[config.mk]
export PLATFORM = sky130hd
export DESIGN_NAME = pid_core_mc
export DESIGN_NICKNAME = d
export VERILOG_FILES = /design/src/rtl/pid_core_mc.sv
export SDC_FILE = /design/constraint.sdc
export NUM_CORES = 1
export LEC_CHECK = 0
export CAP_MARGIN = 20
export CELL_PAD_IN_SITES_DETAIL_PLACEMENT = 1
export CELL_PAD_IN_SITES_GLOBAL_PLACEMENT = 1
export CORE_MARGIN = 1.5
export CORE_UTILIZATION = 52
export CTS_CLUSTER_DIAMETER = 30
export DETAILED_ROUTE_END_ITERATION = 8
export PLACE_DENSITY = 0.85
export SKIP_LAST_GASP = 1
export SYNTH_ARGS = -nofsm -noshare
export SYNTH_HDL_FRONTEND = slang
export SYNTH_SLANG_ARGS = --single-unit
[constraint.sdc]
create_clock -name clk_i -period 17.4 [get_ports clk_i]
set_clock_uncertainty 0.2 [all_clocks]
set_input_delay 3.48 -clock clk_i [delete_from_list [all_inputs] [get_ports clk_i]]
set_output_delay 3.48 -clock clk_i [all_outputs]
set_load 0.05 [all_outputs]
[src/rtl/pid_core_mc.sv]
// Time-multiplexed PID (second-order IIR) controller for NUM_CH loops.
// One bit-serial multiplier walks the five terms of each channel in turn;
// the clamped accumulator feeds both the stored y history (anti-windup)
// and the integer channel output.
module pid_core_mc #(
  parameter int NUM_CH        = 2,
  parameter int ADC_BITWIDTH  = 8,
  parameter int REG_BITWIDTH  = 16,
  parameter int FRAC_BITWIDTH = 12,
  localparam int CH_W = (NUM_CH > 1) ? $clog2(NUM_CH) : 1
) (
  input  logic                                  clk_i,
  input  logic                                  rstn_i,
  input  logic                                  start_i,
  input  logic                                  clear_i,
  input  logic [NUM_CH-1:0]                     ch_en_i,
  input  logic [NUM_CH*ADC_BITWIDTH-1:0]        adc_bus_i,
  input  logic [NUM_CH*ADC_BITWIDTH-1:0]        set_bus_i,
  input  logic signed [REG_BITWIDTH-1:0]        b0_i,
  input  logic signed [REG_BITWIDTH-1:0]        b1_i,
  input  logic signed [REG_BITWIDTH-1:0]        b2_i,
  input  logic signed [REG_BITWIDTH-1:0]        a1_i,
  input  logic signed [REG_BITWIDTH-1:0]        a2_i,
  output logic [NUM_CH*(ADC_BITWIDTH+1)-1:0]    out_bus_o,
  output logic                                  out_valid_o,
  output logic [CH_W-1:0]                       out_ch_o,
  output logic                                  busy_o,
  output logic                                  done_o,
  output logic                                  overrun_o
);

  localparam int E_W   = ADC_BITWIDTH + 1;
  localparam int Y_W   = ADC_BITWIDTH + 1 + FRAC_BITWIDTH;
  localparam int ACC_W = REG_BITWIDTH + ADC_BITWIDTH + 1 + FRAC_BITWIDTH + 3;
  localparam int K_W   = (REG_BITWIDTH > 1) ? $clog2(REG_BITWIDTH) : 1;
  localparam logic signed [ACC_W-1:0] SAT_HI =
    ACC_W'((2 ** ADC_BITWIDTH) - 1) <<< (2 * FRAC_BITWIDTH);
  localparam logic signed [ACC_W-1:0] SAT_LO = -SAT_HI;

  typedef enum logic [2:0] {IDLE, LOAD, MAC, SAT, WRITE, DONE} state_t;

  state_t state, state_nx;

  logic [NUM_CH*ADC_BITWIDTH-1:0] adc_cap, set_cap;
  logic [NUM_CH-1:0]              en_cap;
  logic signed [REG_BITWIDTH-1:0] b0_c, b1_c, b2_c, a1_c, a2_c;
  logic [CH_W-1:0]                ch;
  logic [2:0]                     term, term_sel;
  logic [K_W-1:0]                 bit_idx;
  logic signed [ACC_W-1:0]        acc, mcand, mcand_sel;
  logic signed [REG_BITWIDTH-1:0] coef, coef_sel;
  logic signed [Y_W-1:0]          y_new;
  logic signed [E_W-1:0]          e_now;
  logic                           clr_pend, last_bit, last_ch, wipe;

  logic signed [E_W-1:0] e1 [NUM_CH];
  logic signed [E_W-1:0] e2 [NUM_CH];
  logic signed [Y_W-1:0] y1 [NUM_CH];
  logic signed [Y_W-1:0] y2 [NUM_CH];

  // Clamp to the symmetric output range and keep FRAC fractional bits.
  function automatic logic signed [Y_W-1:0] sat_state(input logic signed [ACC_W-1:0] v);
    logic signed [ACC_W-1:0] c;
    c = v;
    if (v > SAT_HI) c = SAT_HI;
    else if (v < SAT_LO) c = SAT_LO;
    return Y_W'(c >>> FRAC_BITWIDTH);
  endfunction

  // Integer output: drop the remaining fractional bits (floor toward -inf).
  function automatic logic signed [E_W-1:0] out_of_state(input logic signed [Y_W-1:0] y);
    return E_W'(y >>> FRAC_BITWIDTH);
  endfunction

  assign last_bit  = (bit_idx == K_W'(REG_BITWIDTH - 1));
  assign last_ch   = (ch == CH_W'(NUM_CH - 1));
  // A start during a frame is refused; the refusal is flagged combinationally.
  assign overrun_o = rstn_i & start_i & busy_o;
  // History wipe: immediate in IDLE, otherwise deferred to the done edge.
  assign wipe = (state == IDLE && clear_i) ||
                (((state == WRITE && last_ch) || state == DONE) && (clr_pend || clear_i));

  // Current error and next multiplier operand pair for the active channel.
  always_comb begin
    e_now     = signed'({1'b0, set_cap[ch*ADC_BITWIDTH +: ADC_BITWIDTH]}) -
                signed'({1'b0, adc_cap[ch*ADC_BITWIDTH +: ADC_BITWIDTH]});
    term_sel  = (state == LOAD) ? 3'd0 : term + 3'd1;
    mcand_sel = '0;
    coef_sel  = '0;
    case (term_sel)
      3'd0: begin mcand_sel = ACC_W'(e_now) <<< FRAC_BITWIDTH;  coef_sel = b0_c; end
      3'd1: begin mcand_sel = ACC_W'(e1[ch]) <<< FRAC_BITWIDTH; coef_sel = b1_c; end
      3'd2: begin mcand_sel = ACC_W'(e2[ch]) <<< FRAC_BITWIDTH; coef_sel = b2_c; end
      3'd3: begin mcand_sel = -ACC_W'(y1[ch]);                  coef_sel = a1_c; end
      3'd4: begin mcand_sel = -ACC_W'(y2[ch]);                  coef_sel = a2_c; end
      default: ;
    endcase
  end

  // State register.
  always_ff @(posedge clk_i) begin
    if (!rstn_i) state <= IDLE;
    else         state <= state_nx;
  end

  // Next-state sequencing: one channel per LOAD..WRITE pass.
  always_comb begin
    state_nx = state;
    case (state)
      IDLE:    if (start_i) state_nx = LOAD;
      LOAD:    state_nx = MAC;
      MAC:     if (term == 3'd4 && last_bit) state_nx = SAT;
      SAT:     state_nx = WRITE;
      WRITE:   state_nx = last_ch ? DONE : LOAD;
      DONE:    state_nx = IDLE;
      default: state_nx = IDLE;
    endcase
  end

  // Capture, bit-serial MAC, saturation and per-channel write-back.
  always_ff @(posedge clk_i) begin
    if (!rstn_i) begin
      busy_o      <= 1'b0;
      done_o      <= 1'b0;
      out_valid_o <= 1'b0;
      out_ch_o    <= '0;
      out_bus_o   <= '0;
      clr_pend    <= 1'b0;
      for (int c = 0; c < NUM_CH; c++) begin
        e1[c] <= '0;
        e2[c] <= '0;
        y1[c] <= '0;
        y2[c] <= '0;
      end
    end else begin
      out_valid_o <= 1'b0;
      done_o      <= 1'b0;
      if (busy_o && clear_i) clr_pend <= 1'b1;
      case (state)
        IDLE: begin
          if (clear_i) out_bus_o <= '0;
          if (start_i) begin
            adc_cap <= adc_bus_i;
            set_cap <= set_bus_i;
            en_cap  <= ch_en_i;
            b0_c    <= b0_i;
            b1_c    <= b1_i;
            b2_c    <= b2_i;
            a1_c    <= a1_i;
            a2_c    <= a2_i;
            ch      <= '0;
            busy_o  <= 1'b1;
          end
        end
        LOAD: begin
          acc     <= '0;
          term    <= 3'd0;
          bit_idx <= '0;
          mcand   <= mcand_sel;
          coef    <= coef_sel;
        end
        MAC: begin
          // Coefficient MSB carries negative weight (two's complement).
          if (coef[bit_idx]) acc <= last_bit ? acc - mcand : acc + mcand;
          if (last_bit) begin
            bit_idx <= '0;
            term    <= term + 3'd1;
            mcand   <= mcand_sel;
            coef    <= coef_sel;
          end else begin
            bit_idx <= bit_idx + K_W'(1);
            mcand   <= mcand <<< 1;
          end
        end
        SAT: y_new <= sat_state(acc);
        WRITE: begin
          out_valid_o <= 1'b1;
          out_ch_o    <= ch;
          if (en_cap[ch]) begin
            e2[ch] <= e1[ch];
            e1[ch] <= e_now;
            y2[ch] <= y1[ch];
            y1[ch] <= y_new;
            out_bus_o[ch*E_W +: E_W] <= out_of_state(y_new);
          end else begin
            e1[ch] <= '0;
            e2[ch] <= '0;
            y1[ch] <= '0;
            y2[ch] <= '0;
            out_bus_o[ch*E_W +: E_W] <= '0;
          end
          if (last_ch) done_o <= 1'b1;
          else         ch     <= ch + CH_W'(1);
        end
        DONE: begin
          busy_o   <= 1'b0;
          clr_pend <= 1'b0;
        end
        default: ;
      endcase
      if (wipe) begin
        for (int c = 0; c < NUM_CH; c++) begin
          e1[c] <= '0;
          e2[c] <= '0;
          y1[c] <= '0;
          y2[c] <= '0;
        end
      end
    end
  end

endmodule

==> results.txt, run 1 <==
----------------------------------------------------
[Critical path]
  Reg-to-reg startpoint ... mcand[0]
  Data arrival time of the critical path ... about 5800 ps
  Maximum fanout count along the critical path ... 29
  Startpoint types ... primary input
  Critical path endpoint category ... output pin
  Critical path data required time ... between 10000 and 15000 ps
  Crit Path Category ... primary input to output pin
  Launching element of the worst setup path ... rstn_i

[Pwr]
  Switching Share ... between 20% and 30%
  Net switching component of the power ... between 900 and 1000 uW
  Total leakage power ... 0.00933 uW
  P_int ... roughly 2400 uW
  Clk network pwr share ... 52.3%
  Max rail drop VDD ... 0.110 mV
  Part of the power in registers ... 34.6%
  PwrDens ... 136 nW/um^2
  Logic pwr share ... roughly an eighth

[Synth]
  Number of synthesized register bits ... approximately 390
  Post-synthesis simple-gate area fraction ... about 14%
  Synth area leaders ... edfxtp_1 55%, nor2_1 3.8%, ha_1 3.4%, mux2i_1 3.1%, xor2_1 3.1%
  Library cell occupying the most area in the post-synthesis netlist ... edfxtp_1
  Share of the synthesized netlist area taken by xor and xnor gates ... 5.40%
  Portion of the post-synthesis area used by sequential elements ... roughly 58%
  Count of flip-flops with a built-in enable after synthesis ... ~360
  Mapped Nets ... 1826
  Leading cell types by count after synthesis ... 359 x edfxtp_1, 197 x nor2_1, 119 x nand2_1
  Share of flip-flops with an asynchronous set or reset after synthesis ... 0%
  Cells after Synth ... around 1700
  Top-area cell type share of the netlist area ... 55.4%
  Most frequent cell after synthesis ... edfxtp_1
  Multiplexer fraction of the synthesized cell area ... under 10%
  Post-Syn Area per Cell ... between 10 and 15 um^2
  Adder-Cell Fraction of Synth Area ... 3.62%
  Dominant combinational cell family by area after synthesis ... simple AND/OR/NAND/NOR gates
  Count of yosys warnings during synthesis ... 0
  Synthesized-area fraction occupied by ao, oa, aoi and oai cells ... 12.1%
  Cell Area, Synth ... around 20000 um^2
  Most instantiated flip-flop cell in the synthesis netlist ... edfxtp_1
  Count of different cell masters after synthesis ... 73

[Worst hold path]
  Min-Delay Path Class ... register to register
  Origin of the worst min-delay path ... b0_c[2]

[Detailed routing]
  Routed wire length ... 73.5 mm
  Vias after detailed routing ... between 15000 and 20000
  Detailed-route vias per instance ... slightly below 7
  TritonRoute pass-1 iters ... 6
  Detailed-route DRC error count ... 0
  ANT nets after route ... 0
  WL/cell ... 30.8 um
  DRC violation total after the first TritonRoute iteration ... about 2100

[Layout]
  Final Cell Area ... 24500 um^2
  P&R area growth vs syn ... 25.8%
  Net count of the finished layout ... about 2000
  Area occupied by multi-input gates ... between 7000 and 8000 um^2
  Final cell count without fillers ... roughly 2400
  Fraction of layout instances using a drive strength above 1 ... 11.1%
  Final Core Density ... 66.7%
  Number of inserted filler cells in the final layout ... 3506
  Sequential cell area in the final layout ... approximately 11000 um^2

[Global route]
  Overall track demand over capacity in global routing ... a little under two fifths
  Largest net degree at the start of global routing ... 72
  Number of antenna violations at the first check in global routing ... 1
  First-pass GRT wire length ... ~110 mm
  Sum of overflow across all layers after global routing ... 0
  Vias in the first global route ... ~17000

[Place]
  GPL Wtd Cong ... about 0.85
  Post-detail-place hpwl ... about 40 mm
  Number of port buffers ... 140
  Standard cell area after detailed placement ... 21400 um^2
  Cells after DPL ... approximately 2200
  Post-Place Setup Slack ... 8020 ps

[STA]
  Number of failing hold endpoints at the final stage ... 0
  Fin worst setup slack ... slightly below 8000 ps
  Worst-Margin Slew ... between 1000 and 1500 ps
  Max Clock Freq ... 106 MHz
  Tcrit/Tclk final ... between 50% and 60%
  Total negative slack for setup checks ... 0 ps
  Worst slew margin relative to its limit ... slightly below 30%
  Time the final worst path needs with I/O delays and setup ... roughly 9400 ps
  Final setup fails ... 0
  Count of final max-slew check failures ... 0
  Setup repair after global routing missed its margin ... no

[CTS]
  TritonCTS buffer count ... 93
  Clock-pin slew on the worst setup and hold paths ... 50 ps
  Insertion delay of the later-clocked pin in the worst-skew pair ... between 600 and 700 ps
  CTS hold repair buffers ... 0
  Number of levels in the clock H-tree ... 3
  TritonCTS clock tree ... built
  Maximum root-to-sink buffer count ... 3
  CTS root buffer ... clkbuf_16
  Resize count post-CTS ... 0
  Number of buffers inserted by post-CTS setup repair ... 0
  Clock sink total ... about 390

[Run]
  Maxcap violations ... 0

[Floorplanning]
  Area enclosed by the die boundary ... ~39000 um^2
  Row Count ... 70
  Height of the die ... 196 um
  I/O pin total ... about 140
  Die W ... about 200 um
  Core outline area ... 36700 um^2
  Initial standard-cell utilization of the core ... a little over half

[Outcome]
  Outcome ... completed

----------------------------------------------------
cells by family after synthesis:
group,count (synthesis)
buffers and inverters,99
muxes,78
adders and majority gates,55
xor gates and xnor gates,119
DFF,386
AOI/OAI and AO/OA,351
and+or+nand+nor,565
worst max-delay path: stages:
cell and delay (ps):
clkdlybuf4s50_1 1170, and3_1 290, clkdlybuf4s50_1 820
metal layers:
layer	wire, um	global-route usage [%]
met3	6620	9.53
met4	4900	23.6
met1	26000	43.9
met5	0	0
met2	36000	63.7
final timing paths:
path,end,slack [ps],depth (start not counted)
hold / removal,coef[2],350,2
setup reg to reg,acc[34],11730,16
setup / recovery,overrun_o,7960,3
hold reg to reg,coef[2],350,2
registers in the layout, indices dropped and copies added, names as in the netlist, 3 cells and up, named ones only:
register and flops:
bit_idx 4, mcand 40, set_cap 16, b0_c 16, a1_c 16, b2_c 16, y_new 21, term 3
state 3, y1 42, acc 40, coef 16, a2_c 16, out_bus_o 18, b1_c 16, adc_cap 16
e2 18, y2 42, e1 18
placed cells by master (no fill, tap or decap), types with 23 or more instances in the layout:
| cell type | instances |
|---|---|
| clkbuf_16 | 93 |
| dfxtp_1 | 26 |
| a21o_1 | 41 |
| and3_1 | 57 |
| a22oi_1 | 39 |
| nand3_1 | 23 |
| nor3_1 | 31 |
| inv_1 | 26 |
| xor2_1 | 68 |
| mux2i_1 | 61 |
| o21ai_0 | 63 |
| a21oi_1 | 71 |
| nand2_1 | 118 |
| xnor2_1 | 50 |
| ha_1 | 53 |
| edfxtp_1 | 359 |
| clkdlybuf4s50_1 | 140 |
| nor2b_1 | 30 |
| nor2_1 | 193 |
stage by stage:
stage               total power, uW  hold slack (ps)
finish                         3320              348
floorplan                      1400              237
detailed placement             1550              298
CTS                            3300              359
global route                   3380              380
global placement               1520              256
layout make-up:
class / count / area share, %
Timing Repair Buffer: 161 / 6.46
Sequential cell: 386 / 46.3
Inverter: 27 / 0.424
Clock buffer: 105 / 9.82
Antenna cell: 1 / 0.0102
Tap cell: 468 / 2.39
Multi-Input combinational cell: 1168 / 31.8
Clock inverter: 69 / 2.82
power by group through the flow:
| stage | Clock (uW) | Combinational (uW) | Sequential (uW) |
|---|---|---|---|
| global placement | 0 | 369 | 1150 |
| floorplan | 0 | 262 | 1140 |
| global route | 1780 | 454 | 1150 |
| finish | 1740 | 434 | 1150 |
| detailed placement | 0 | 389 | 1160 |
| CTS | 1730 | 421 | 1150 |
Power figures use the tool's default switching activity.
==> run 2, diff against run 1 <==
--- a/config.mk
+++ b/config.mk
@@ -9,10 +9,10 @@
 export CELL_PAD_IN_SITES_DETAIL_PLACEMENT = 1
 export CELL_PAD_IN_SITES_GLOBAL_PLACEMENT = 1
 export CORE_MARGIN = 1.5
-export CORE_UTILIZATION = 52
+export CORE_UTILIZATION = 48
 export CTS_CLUSTER_DIAMETER = 30
 export DETAILED_ROUTE_END_ITERATION = 8
-export PLACE_DENSITY = 0.85
+export PLACE_DENSITY = 0.79
 export SKIP_LAST_GASP = 1
 export SYNTH_ARGS = -nofsm -noshare
 export SYNTH_HDL_FRONTEND = slang
==> constraint.sdc (replaced) <==
create_clock -name clk_i -period 9.25 [get_ports clk_i]
set_clock_uncertainty 0.2 [all_clocks]
set_input_delay 1.85 -clock clk_i [delete_from_list [all_inputs] [get_ports clk_i]]
set_output_delay 1.85 -clock clk_i [all_outputs]
set_load 0.05 [all_outputs]
==> results.txt, run 2 (synthesized netlist as in run 1, its figures left out) <==
----------------------------------------------------
[Critical path]
  Reg-to-reg startpoint ... mcand[1]
  Critical path data required time ... 7200 ps (-6520 ps)
  Startpoint types ... primary input
  Maximum fanout count along the critical path ... 29 (unchanged)
  FF-to-FF End ... acc[36]
  Cell at the slowest stage of the critical path ... clkdlybuf4s50_1
  Reg2reg path depth ... 17 (+1)
  Buffers & Inverters on Critical Path ... 2 (unchanged)
  Flop2flop setup slack ... 3770 ps (-7960 ps)
  Critical path endpoint category ... output pin
  Data arrival time of the critical path ... 4200 ps (-1560 ps)
  Crit-path cells ... clkdlybuf4s50_1, and3_1, clkdlybuf4s50_1
  Family of cells with the greatest summed delay on the critical path ... buffers and inverters
  Crit-path most repeated cell ... clkdlybuf4s50_1
  Longest individual stage delay on the worst path ... 1200 ps (+30 ps)
  Crit Path Category ... primary input to output pin

[STA]
  Max Clock Freq ... around 160 MHz
  Time the final worst path needs with I/O delays and setup ... ~6200 ps
  Number of failing hold endpoints at the final stage ... 0 (unchanged)
  Worst slew margin relative to its limit ... 26.0% (-2.8 points)
  Final setup fails ... 0 (unchanged)
  Total negative slack for setup checks ... 0 ps (unchanged)
  Tcrit/Tclk final ... 67.5%
  Fin worst setup slack ... 3000 ps (-4950 ps)
  Worst-Margin Slew ... 1110 ps (+41.8 ps)
  Count of final max-slew check failures ... 0 (unchanged)
  Setup repair after global routing missed its margin ... no

[Floorplanning]
  I/O pin total ... 141 (unchanged)
  Core outline area ... 39800 um^2 (+8.5%)
  Area enclosed by the die boundary ... 41700 um^2 (+8.2%)
  Initial standard-cell utilization of the core ... 48.8% (-4.2 points)
  Row Count ... 73 (+4.3%)
  Height of the die ... 204 um (+4.0%)
  Die W ... 204 um (+4.0%)

[Layout]
  P&R area growth vs syn ... 25.9% (about the same)
  Most common library cell in the layout ignoring fill and taps ... edfxtp_1
  Highest-count cells in the layout ignoring fill and taps ... 359 x edfxtp_1, 193 x nor2_1, 140 x clkdlybuf4s50_1, 118 x nand2_1, 89 x clkbuf_16
  Top flop regs ... y1 x42, y2 x42
  Net count of the finished layout ... 2005 (-0.25%)
  # diodes ... 0 (-1)
  Sequential cell area in the final layout ... 11300 um^2 (unchanged)
  Final cell count without fillers ... 2426 (+1.7%)
  Fraction of layout instances using a drive strength above 1 ... 10.4% (-0.70 points)
  Area occupied by multi-input gates ... 7770 um^2 (about the same)
  Number of inserted filler cells in the final layout ... 3972 (+13%)

[CTS]
  TritonCTS buffer count ... 87 (-6.5%)
  Number of buffers inserted by post-CTS setup repair ... 0 (unchanged)
  Insertion delay of the later-clocked pin in the worst-skew pair ... 630 ps (-20 ps)
  CTS root buffer ... clkbuf_16
  Maximum root-to-sink buffer count ... 3 (unchanged)
  Resize count post-CTS ... 0 (unchanged)
  Clock-pin slew on the worst setup and hold paths ... 50 ps (about the same)
  TritonCTS clock tree ... built
  Number of levels in the clock H-tree ... 3 (unchanged)
  CTS hold repair buffers ... 0 (unchanged)
  Clock sink total ... 386 (unchanged)

[Worst hold path]
  Origin of the worst min-delay path ... clr_pend
  Endpoint, Worst Hold ... clr_pend
  Min-Delay Path Class ... register to register
  Number of stages on the worst hold path ... 2 (unchanged)

[Detailed routing]
  TritonRoute pass-1 iters ... 6 (unchanged)
  Routed wire length ... 65.1 mm (-11%)
  DRC violation total after the first TritonRoute iteration ... 1505 (-28%)
  Detailed-route vias per instance ... 6.25 (-8.5%)
  ANT nets after route ... 0 (unchanged)
  WL/cell ... 26.8 um (-13%)
  Detailed-route DRC error count ... 0 (unchanged)
  Vias after detailed routing ... 15200 (-7.0%)

[Pwr]
  Max rail drop VDD ... 0.168 mV (+53%)
  Total leakage power ... 0.00930 uW (-0.34%)
  PwrDens ... 252 nW/um^2 (+86%)

[Run]
  Maxcap violations ... 0 (unchanged)

[Outcome]
  Outcome ... completed

[Place]
  Post-detail-place hpwl ... 38.9 mm (-5.1%)
  Number of port buffers ... 140 (unchanged)
  Cells after DPL ... 2267 (+2.6%)
  Post-Place Setup Slack ... 3120 ps (-4900 ps)
  GPL Wtd Cong ... 0.833 (-1.6%)

[Global route]
  Sum of overflow across all layers after global routing ... 0 (unchanged)
  First-pass GRT wire length ... 99.5 mm (-8.8%)
  Vias in the first global route ... 16400 (-6.0%)
  Largest net degree at the start of global routing ... 83 (+15%)
  Overall track demand over capacity in global routing ... 31.6% (-6.5 points)
  Number of antenna violations at the first check in global routing ... 0 (-1)

----------------------------------------------------
==> run 2: cell types whose count changed in the layout (fill, tap and decap cells not counted), moves of 3 or more <==
| cell | delta |
|---|---|
| bufinv_16 | +7 |
| inv_8 | -3 |
| clkbuf_1 | +3 |
| clkbuf_8 | -3 |
| clkinvlp_4 | -4 |
| clkbuf_16 | -4 |
| clkinv_2 | -9 |
| clkinv_1 | -3 |
| buf_4 | +3 |
==> run 2: worst max-delay path by stage <==
stage,from,endpoint,slack [ps],depth (start not counted)
finish,rstn_i,overrun_o,3000,3
global route,rstn_i,overrun_o,2950,3
CTS,rstn_i,overrun_o,3020,3
detailed placement,rstn_i,overrun_o,3120,3
global placement,rstn_i,overrun_o,3190,3
floorplan,ch,e1[0][0],3230,3
==> run 2: area by class of cell <==
cell class	instances	share of cell area, %
well taps	525	2.68
inverters	27	0.424
flip-flops and latches	386	46.3
clock buffers	101	9.28
multi-input cells	1168	31.8
clock inverters	57	3.14
repair buffers	162	6.43
==> run 2: worst reg2reg max path, delay by kind of cell, from the launching register on <==
family	cells	cell delay [ps]
and+or+nand+nor	4	990
buffers and inverters	1	120
xor gates and xnor gates	2	510
DFF	1	420
AOI/OAI and AO/OA	8	2420
adders and majority gates	2	540
==> run 2: report_power, final <==
group          internal [uW]  leakage, uW  switching [uW]
clock network           2160      0.00145            1090
logic                    287      0.00416             482
registers               2060      0.00369            93.4
==> run 2: layer usage <==
| metal | global-route usage [%] | vias to the layer above | share of wire [%] |
|---|---|---|---|
| li1 | - | 6609 | - |
| met2 | 53.9 | 675 | 50 |
| met3 | 5.40 | 169 | 6.5 |
| met4 | 13.7 | 0 | 3.7 |
| met5 | 0 | - | 0 |
| met1 | 39.4 | 7700 | 39 |
==> run 2: through the flow <==
step	power, uW	cell area, um^2	utilization [%]	hold slack [ps]
2_1_floorplan	2640	19400	-	237
3_3_place_gp	2870	21400	53.8	256
3_5_place_dp	2900	21400	53.8	270
4_1_cts	6180	24500	61.4	311
5_1_grt	6330	24500	61.5	320
6_report	6170	24500	61.5	314
